## src/rtl/eth_phy_10g_pkg.sv

```systemverilog
// Shared constants and types for the 10GBASE-R receive PCS.
package eth_phy_10g_pkg;

  localparam logic [1:0] SYNC_DATA = 2'b01;
  localparam logic [1:0] SYNC_CTRL = 2'b10;

  localparam int unsigned LOCK_SH_COUNT      = 64;
  localparam int unsigned LOCK_INVALID_LIMIT = 16;
  localparam int unsigned BER_ERR_LIMIT      = 16;
  localparam int unsigned WDOG_WINDOW_LIMIT  = 8;

  typedef enum logic [1:0] {
    LOCK_TEST = 2'd0,
    SLIP_HIGH = 2'd1,
    SLIP_WAIT = 2'd2
  } lock_state_t;

  function automatic logic hdr_valid(input logic [1:0] hdr);
    return (hdr == SYNC_DATA) || (hdr == SYNC_CTRL);
  endfunction

endpackage

```

## src/rtl/eth_phy_10g_rx_ber_mon.sv

```systemverilog
// Header error-rate monitor: counts invalid sync headers per window while
// block lock is held and flags a high bit error rate.
module eth_phy_10g_rx_ber_mon
  import eth_phy_10g_pkg::*;
#(
  parameter int unsigned COUNT_125US = 125
) (
  input  logic rx_clk,
  input  logic rx_rst,
  input  logic block_lock,
  input  logic hdr_err,
  output logic rx_high_ber
);

  localparam int unsigned WIN_W = (COUNT_125US > 1) ? $clog2(COUNT_125US) : 1;

  logic [WIN_W-1:0] win_cnt;
  logic [4:0]       err_cnt;
  logic [4:0]       err_next;
  logic             win_end;
  logic             ber_trip;

  assign win_end  = (win_cnt == WIN_W'(COUNT_125US - 1));
  assign ber_trip = (err_next == 5'(BER_ERR_LIMIT));

  // Saturating error count including the header sampled this cycle.
  always_comb begin
    err_next = err_cnt;
    if (hdr_err && (err_cnt != 5'(BER_ERR_LIMIT)))
      err_next = err_cnt + 5'd1;
  end

  // Window timing, error accumulation and the high-BER flag; all of it is
  // held cleared while lock is absent.
  always_ff @(posedge rx_clk) begin
    if (rx_rst || !block_lock) begin
      win_cnt     <= '0;
      err_cnt     <= '0;
      rx_high_ber <= 1'b0;
    end else if (win_end) begin
      win_cnt     <= '0;
      err_cnt     <= '0;
      rx_high_ber <= ber_trip;
    end else begin
      win_cnt <= win_cnt + 1'b1;
      err_cnt <= err_next;
      if (ber_trip)
        rx_high_ber <= 1'b1;
    end
  end

endmodule

```

## src/rtl/eth_phy_10g_rx_lock.sv

```systemverilog
// 10GBASE-R receive block lock: sync-header based lock FSM with SERDES
// bitslip control, link status and a SERDES reset watchdog.
module eth_phy_10g_rx_lock
  import eth_phy_10g_pkg::*;
#(
  parameter int unsigned HDR_WIDTH           = 2,
  parameter int unsigned BITSLIP_HIGH_CYCLES = 1,
  parameter int unsigned BITSLIP_LOW_CYCLES  = 8,
  parameter int unsigned COUNT_125US         = 125
) (
  input  logic                 rx_clk,
  input  logic                 rx_rst,
  input  logic [HDR_WIDTH-1:0] serdes_rx_hdr,
  output logic                 serdes_rx_bitslip,
  output logic                 serdes_rx_reset_req,
  output logic                 rx_block_lock,
  output logic                 rx_high_ber,
  output logic                 rx_status
);

  localparam int unsigned SLIP_CNT_MAX =
    (BITSLIP_HIGH_CYCLES > BITSLIP_LOW_CYCLES) ? BITSLIP_HIGH_CYCLES : BITSLIP_LOW_CYCLES;
  localparam int unsigned SLIP_W = (SLIP_CNT_MAX > 1) ? $clog2(SLIP_CNT_MAX + 1) : 1;
  localparam int unsigned WIN_W  = (COUNT_125US > 1) ? $clog2(COUNT_125US) : 1;

  lock_state_t       state;
  logic [SLIP_W-1:0] slip_cnt;
  logic [5:0]        sh_cnt;
  logic [4:0]        sh_invalid_cnt;
  logic              hdr_ok;

  logic [WIN_W-1:0]  win_cnt;
  logic              win_end;
  logic              win_good;
  logic              link_ok;
  logic              good_now;
  logic              status_next;
  logic [2:0]        wdog_cnt;

  assign hdr_ok = hdr_valid(serdes_rx_hdr);

  // Block lock FSM. SLIP_WAIT with an expired counter evaluates the header
  // directly, so the cycle after reset (and the cycle after the ignore
  // period) already tests a header without a separate LOCK_TEST entry cycle.
  always_ff @(posedge rx_clk) begin
    if (rx_rst) begin
      state             <= SLIP_WAIT;
      slip_cnt          <= '0;
      sh_cnt            <= '0;
      sh_invalid_cnt    <= '0;
      rx_block_lock     <= 1'b0;
      serdes_rx_bitslip <= 1'b0;
    end else begin
      serdes_rx_bitslip <= 1'b0;
      case (state)
        SLIP_HIGH: begin
          if (slip_cnt != '0) begin
            slip_cnt          <= slip_cnt - 1'b1;
            serdes_rx_bitslip <= 1'b1;
          end else begin
            state    <= SLIP_WAIT;
            slip_cnt <= SLIP_W'(BITSLIP_LOW_CYCLES);
          end
        end
        LOCK_TEST, SLIP_WAIT: begin
          if ((state == SLIP_WAIT) && (slip_cnt != '0)) begin
            slip_cnt <= slip_cnt - 1'b1;
          end else begin
            state <= LOCK_TEST;
            if (!hdr_ok) begin
              if (!rx_block_lock ||
                  (sh_invalid_cnt == 5'(LOCK_INVALID_LIMIT - 1))) begin
                rx_block_lock     <= 1'b0;
                sh_cnt            <= '0;
                sh_invalid_cnt    <= '0;
                state             <= SLIP_HIGH;
                slip_cnt          <= SLIP_W'(BITSLIP_HIGH_CYCLES - 1);
                serdes_rx_bitslip <= 1'b1;
              end else if (sh_cnt == 6'(LOCK_SH_COUNT - 1)) begin
                sh_cnt         <= '0;
                sh_invalid_cnt <= '0;
              end else begin
                sh_cnt         <= sh_cnt + 6'd1;
                sh_invalid_cnt <= sh_invalid_cnt + 5'd1;
              end
            end else if (sh_cnt == 6'(LOCK_SH_COUNT - 1)) begin
              sh_cnt         <= '0;
              sh_invalid_cnt <= '0;
              rx_block_lock  <= 1'b1;
            end else begin
              sh_cnt <= sh_cnt + 6'd1;
            end
          end
        end
        default: begin
          state    <= SLIP_WAIT;
          slip_cnt <= '0;
        end
      endcase
    end
  end

  eth_phy_10g_rx_ber_mon #(
    .COUNT_125US(COUNT_125US)
  ) u_ber_mon (
    .rx_clk      (rx_clk),
    .rx_rst      (rx_rst),
    .block_lock  (rx_block_lock),
    .hdr_err     (!hdr_ok),
    .rx_high_ber (rx_high_ber)
  );

  assign win_end = (win_cnt == WIN_W'(COUNT_125US - 1));
  assign link_ok = rx_block_lock && !rx_high_ber;

  // Whether the link has been healthy on every cycle of the current window.
  always_comb begin
    good_now    = win_good && link_ok;
    status_next = rx_status && link_ok;
    if (win_end)
      status_next = good_now;
  end

  // Free-running status window, link status and SERDES reset watchdog.
  always_ff @(posedge rx_clk) begin
    if (rx_rst) begin
      win_cnt             <= '0;
      win_good            <= 1'b1;
      rx_status           <= 1'b0;
      wdog_cnt            <= '0;
      serdes_rx_reset_req <= 1'b0;
    end else begin
      serdes_rx_reset_req <= 1'b0;
      rx_status           <= status_next;
      if (win_end) begin
        win_cnt  <= '0;
        win_good <= 1'b1;
        if (status_next) begin
          wdog_cnt <= '0;
        end else if (wdog_cnt == 3'(WDOG_WINDOW_LIMIT - 1)) begin
          wdog_cnt            <= '0;
          serdes_rx_reset_req <= 1'b1;
        end else begin
          wdog_cnt <= wdog_cnt + 3'd1;
        end
      end else begin
        win_cnt  <= win_cnt + 1'b1;
        win_good <= good_now;
      end
    end
  end

endmodule

```

## config.mk

```make
export PLATFORM = sky130hd
export DESIGN_NAME = eth_phy_10g_rx_lock
export DESIGN_NICKNAME = d
export VERILOG_FILES = /design/src/rtl/eth_phy_10g_pkg.sv /design/src/rtl/eth_phy_10g_rx_ber_mon.sv /design/src/rtl/eth_phy_10g_rx_lock.sv
export SDC_FILE = /design/constraint.sdc
export NUM_CORES = 1
export LEC_CHECK = 0
export BUFFER_PORTS_ARGS = -buffer_cell sky130_fd_sc_hd__buf_4
export CAP_MARGIN = 20
export CORE_MARGIN = 2
export CORE_UTILIZATION = 50
export CTS_BUF_LIST = sky130_fd_sc_hd__clkbuf_4 sky130_fd_sc_hd__clkbuf_8 sky130_fd_sc_hd__clkbuf_16
export DETAILED_ROUTE_END_ITERATION = 7
export PLACE_DENSITY = 0.69
export SKIP_LAST_GASP = 1
export SLEW_MARGIN = 20
export SYNTH_ARGS = -nofsm -noshare
export SYNTH_HDL_FRONTEND = slang
export SYNTH_SLANG_ARGS = --single-unit
```

## constraint.sdc

```tcl
create_clock -name rx_clk -period 2.64 [get_ports rx_clk]
set_input_delay 0.528 -clock rx_clk [delete_from_list [all_inputs] [get_ports rx_clk]]
set_output_delay 0.528 -clock rx_clk [all_outputs]
set_load 0.03 [all_outputs]
```

Word level (Yosys, flattened, before mapping)
Cells that the tools add are included.
{ "word_totals": {"word_cells": 95, "latchBits": 0, "input_bits": 4, "n_memories": 0, "mem_bits_ro": 0, "ramBits": 0, "output_inout_bits": 5, "regBits": 45} }
{ "classes": {"div_mod_pow": 0, "n_eq_ne": 16, "n_shift": 0, "bitwise": 2, "n_reduce_logical": 24, "add_sub_neg": 7, "order_cmp": 0, "mux": 32, "n_mul": 0} }
{ "ops": {"columns": ["operator", "n"], "rows": [
  ["2-to-1 mux 5 bit", 5],
  ["2-to-1 mux 6 bit", 3],
  ["2-to-1 mux 4 bit", 4],
  ["adder 7 x 1 -> 7 bit, second input constant", 2],
  ["equality test 7 bit, second input constant", 2],
  ["2-to-1 mux 1 bit", 13],
  ["adder 5 x 1 -> 5 bit, second input constant", 2],
  ["one-hot mux 4 bit (2 select lines)", 1],
  ["adder 6 x 1 -> 6 bit, second input constant", 1],
  ["equality test 6 bit, second input constant", 1],
  ["2-to-1 mux 3 bit", 2],
  ["inequality test 3 bit, second input constant", 2],
  ["AND reduction 2 bit", 3],
  ["OR reduction 2 bit", 3],
  ["equality test 5 x 4 -> 1 bit, second input constant", 1],
  ["equality test 5 bit, second input constant", 1],
  ["logical AND 1 bit", 5],
  ["inequality test 5 bit, second input constant", 1],
  ["equality test 2 x 1 -> 1 bit, second input constant", 2],
  ["equality test 2 bit, second input constant", 2],
  ["2-to-1 mux 2 bit", 2],
  ["inequality test 2 bit, second input constant", 2],
  ["one-hot mux 2 bit (2 select lines)", 1],
  ["AND reduction 4 bit", 1],
  ["other kinds (13)", 19]
]} }

Logic depth before layout (Yosys ltp)
{ "depth": {"ltp_word": 8, "depth_mapped": 8} }

Cells and area by module
Synthesis repeated with hierarchy kept, for this count alone.
{ "hier_totals": {"hier_cells": 239, "area_unflattened_um2": 2165.8} }
{ "modules_own_cells": {"columns": ["module", "cells_each", "n_inst", "area_each_um2", "seq_area_each_um2"], "rows": [
  ["eth_phy_10g_rx_lock", 168, 1, 1535.2, 640.6],
  ["eth_phy_10g_rx_ber_mon", 71, 1, 630.6, 260.2]
]} }

Worst setup path after synthesis
No wires, ideal clock.
{ "synth_timing": {"path_type": "reg2reg", "from": "register sh_invalid_cnt[0]", "to": "register sh_invalid_cnt[4]", "path_slack_ns": 0.682, "path_buffers": 0, "t_arrival_ns": 1.888, "stages_incl_launch_ff": 8, "setup_ns": 0.070, "period_less_slack_ns": 1.958, "required_ns": 2.570, "path_cell_list": "dfxtp_1 > ha_1 > and3_1 > ha_1 > nand2b_1 > a211oi_1 > or4b_1 > a21oi_1"} }
{ "synth_between": {"elab_chain_len": 4, "word_cells_on_any_way": 6} }
{ "synth_lines": {"columns": ["item", "line_no", "rtl"], "rows": [
  ["start, declared", "eth_phy_10g_rx_lock.sv:29", "logic [4:0] sh_invalid_cnt;"],
  ["start signal, assigned", "eth_phy_10g_rx_lock.sv:84", "sh_invalid_cnt <= sh_invalid_cnt + 5'd1;"],
  ["adder 5 x 1 -> 5 bit / equality test 5 x 4 -> 1 bit (equally long branches)", "eth_phy_10g_rx_lock.sv:84, eth_phy_10g_rx_lock.sv:72", null],
  ["2-to-1 mux 5 bit / logical OR 1 bit (equally long branches)", "eth_phy_10g_rx_lock.sv:79, eth_phy_10g_rx_lock.sv:71", null],
  ["2-to-1 mux 5 bit (*)", "eth_phy_10g_rx_lock.sv:71", "if (!rx_block_lock ||"],
  ["2-to-1 mux 5 bit (*)", "eth_phy_10g_rx_lock.sv:70", "if (!hdr_ok) begin"]
]} }
Mark *: on every way between the ends. The rest lies on a longest branch, timed or not.
A chain may end at the register's enable or synchronous reset.

Worst setup path in the final report
{ "layout_timing": {"from": "register slip_cnt[0]", "to": "register sh_invalid_cnt[3]"} }
{ "layout_between": {"elab_chain_len": 4} }
{ "layout_lines": {"columns": ["item", "line_no", "rtl"], "rows": [
  ["start, declared", "eth_phy_10g_rx_lock.sv:27", "logic [SLIP_W-1:0] slip_cnt;"],
  ["start signal, assigned", "eth_phy_10g_rx_lock.sv:58", "slip_cnt <= slip_cnt - 1'b1;"],
  ["start signal, assigned", "eth_phy_10g_rx_lock.sv:62", "slip_cnt <= SLIP_W'(BITSLIP_LOW_CYCLES);"],
  ["start signal, assigned", "eth_phy_10g_rx_lock.sv:67", "slip_cnt <= slip_cnt - 1'b1;"],
  ["nonzero test 4 bit", "eth_phy_10g_rx_lock.sv:66", "if ((state == SLIP_WAIT) && (slip_cnt != '0)) begin"],
  ["logical AND 1 bit", "eth_phy_10g_rx_lock.sv:66", null],
  ["NOT 1 bit (no line)", null, null],
  ["AND reduction 3 bit (no line)", null, null]
]} }
Every way passes these cells.

==> results by group <==
Status
  – Status: finished, final reports clean

Placement
  – Final GP Congestion: 0.749
  – IO buf count: 8
  – DP Wirelength: 2500 um
  – Post-place setup slack: 0.481 ns

STA
  – Worst slew pin tran: 0.589 ns
  – Final Cycle Share: 82.1%
  – Final count of negative-setup-slack endpoints: 0
  – Setup_tns: 0 ns
  – Final hold viol count: 0
  – Slew Viols, Final: 0
  – RSZ-0062 raised after global routing: false
  – Clk_skew: 0.00745 ns
  – Final Worst Setup Slack: 0.472 ns
  – Slew headroom: 60.7%
  – Period minus WS final: 2.17 ns
  – Achievable Freq: 461 MHz

Global route
  – Initial antenna violation count: 0
  – Vias in the first global route: 1475
  – Tot GR Track Use: 16.5%
  – Largest net degree at the start of global routing: 19
  – Global-route wire length before repair: 6380 um
  – GRT Residual Overflow: 0

Synthesis
  – Yosys cell types: 47
  – YS warnings: 0
  – Mapped cell area: 0.00211 mm^2
  – Synth top area share: 42.6%
  – Most instantiated library cell after synthesis: dfxtp_1
  – Syn avg cell area: 8.88 um^2
  – Post-synth EDFFs: 0
  – Top post-synthesis cells by area: dfxtp_1 43%, ha_1 7.7%, nor2_1 5.1%, a21oi_1 5.0%, xor2_1 4.6%
  – Register area share after synthesis: 42.6%
  – Syn Nets: 255
  – Post-Syn Instances: 238
  – Asr flop ratio synth: 0%
  – Yosys top cell by area: dfxtp_1
  – Synth Register Bits: 45
  – Main synth FF type: dfxtp_1
  – Synth top cells by count: 45 x dfxtp_1, 29 x nor2_1, 21 x a21oi_1, 15 x nand2_1, 13 x ha_1

Worst setup path
  – Critical Path End Type: flip-flop
  – Peak fanout along the critical path: 14
  – Path type of the worst setup path: flip-flop to flip-flop
  – Worst-path cell chain: inv_1 > ha_1 > or3b_1 > a21o_1 > or4_1 > a21oi_1
  – Largest delay share family, worst path: simple AND/OR/NAND/NOR gates
  – Critical Path RT: 2.87 ns
  – Worst Path Arrival: 2.40 ns
  – Critical path launch point type: flip-flop
  – WP buf/inv: 1
  – CP max-delay cell: or4_1
  – Worst reg-to-reg setup slack: 0.47 ns
  – CP peak stage delay: 0.54 ns

Floorplanning
  – Cell row count: 23
  – Ports: 9
  – DIE AREA: 0.00477 mm^2
  – Initial Util: 52.5%
  – Die Ht: 69.0 um
  – Die Wd: 69.0 um
  – Core area: 0.00403 mm^2

Finish
  – Layout cells sized above 1: 10.2%
  – Area delta synth->final: 9.47%
  – Fin util: 57.5%
  – Antenna diodes: 0
  – Fill cells: 389
  – Nets: 263

Route
  – Via density: 5.43
  – Pre-Repair DR Iteration Count: 4
  – DRT antenna net count: 0
  – DR vias: 1607
  – Per-cell routed wire length: 11.9 um
  – Drt drc: 0
  – WL final: 3530 um
  – Initial DRC Count: 88

Power and ir drop
  – Leak: 0.877 nW
  – Pwr Total: 1.76 mW
  – Worst VDD drop: 0.000356 V
  – Power Density: 761 mW/mm^2

Clock network
  – CTS clk-pin slew, worst paths: 0.08 ns
  – Post-cts resize count: 0
  – Worst-Skew Late Latency: 0.30 ns
  – Clk buf depth: 2
  – H-tree depth: 2
  – Clk root buf: clkbuf_8
  – Total clock sinks: 45
  – CTS tree: yes
  – Setup bufs post-CTS: 0
  – Hold_buf cts: 0
  – TritonCTS Buffers: 5

Min path
  – Worst min-delay path category: flip-flop to flip-flop

Run
  – Maxcap violations: 0
routing by layer:
metal  GRT usage [%]  routed length, um  vias to the layer above
met5               0                  0                        -
li1                -                  -                      852
met4            7.19                 67                        0
met2            25.7               1580                       13
met1            21.0               1760                      738
met3            4.97                122                        4
report_power, final:
| group | switching [mW] | internal [mW] |
|---|---|---|
| sequential | 0.0776 | 0.741 |
| combinational | 0.269 | 0.170 |
| clock | 0.228 | 0.275 |
| total | 0.575 | 1.19 |
worst register-to-register path, delay by kind of cell, from the launching register on:
kind                     cells  cell delay (ns)
flip-flops                   1             0.34
AND/OR/NAND/NOR              2             0.99
buffers and inverters        1             0.09
adder cells (fa/ha/maj)      1             0.19
AO/OA/AOI/OAI                2             0.49
layout by cell type, fill, tap and decap left out, types with 3 or more instances in the layout:
cell type	netlist	final
xor2_1	11	11
or4_1	3	3
o31ai_1	3	3
nor3_1	6	6
nand3_1	10	10
inv_1	12	12
a21oi_1	21	21
nand2b_1	3	3
dfxtp_1	45	45
nand2_1	15	15
ha_1	13	13
nor2_1	29	29
o21ai_0	8	8
clkbuf_8	0	5
a22oi_1	3	3
buf_4	0	9
xnor2_1	9	9
and3_1	3	3
metrics by stage:
stage	instance area (um^2)	std cells	hold WS, ns
final	2310	296	0.460
after global routing	2310	296	0.497
after CTS	2310	296	0.466
after detailed placement	2210	289	0.455
after global placement	2210	289	0.443
after floorplan	2110	238	0.426
sequential cells by signal, indices dropped and copies added, names as in the netlist, 2 cells and up:
| signal | cells |
|---|---|
| sh_cnt | 6 |
| sh_invalid_cnt | 5 |
| slip_cnt | 4 |
| state | 2 |
| u_ber_mon.err_cnt | 5 |
| u_ber_mon.win_cnt | 7 |
| wdog_cnt | 3 |
| win_cnt | 7 |
logic make-up after synthesis:
| family | share of synthesized area [%] |
|---|---|
| and+or+nand+nor | 23.2 |
| AOI/OAI and AO/OA | 13.5 |
| DFF | 42.6 |
| xor gates and xnor gates | 8.28 |
| buffers and inverters | 3.73 |
| adders and majority gates | 7.69 |
| muxes | 1.01 |
final cells by class:
class                   instances  area (um^2)  share of cell area [%]
multi-input cells             173         1130                    49.0
well taps                      50         62.6                    2.70
flip-flops and latches         45          901                    38.9
clock buffers                   5         68.8                    2.97
repair buffers                  9         67.6                    2.92
inverters                      12         45.0                    1.95
clock inverters                 2         35.0                    1.51
path summary, 6_finish.rpt:
path | startpoint | depth (start not counted) | endpoint
setup / recovery | slip_cnt[0] | 6 | sh_invalid_cnt[3]
hold / removal | wdog_cnt[2] | 2 | wdog_cnt[2]
hold reg to reg | wdog_cnt[2] | 2 | wdog_cnt[2]
setup reg to reg | slip_cnt[0] | 6 | sh_invalid_cnt[3]
Note: power is estimated with default switching activity, not from simulation.
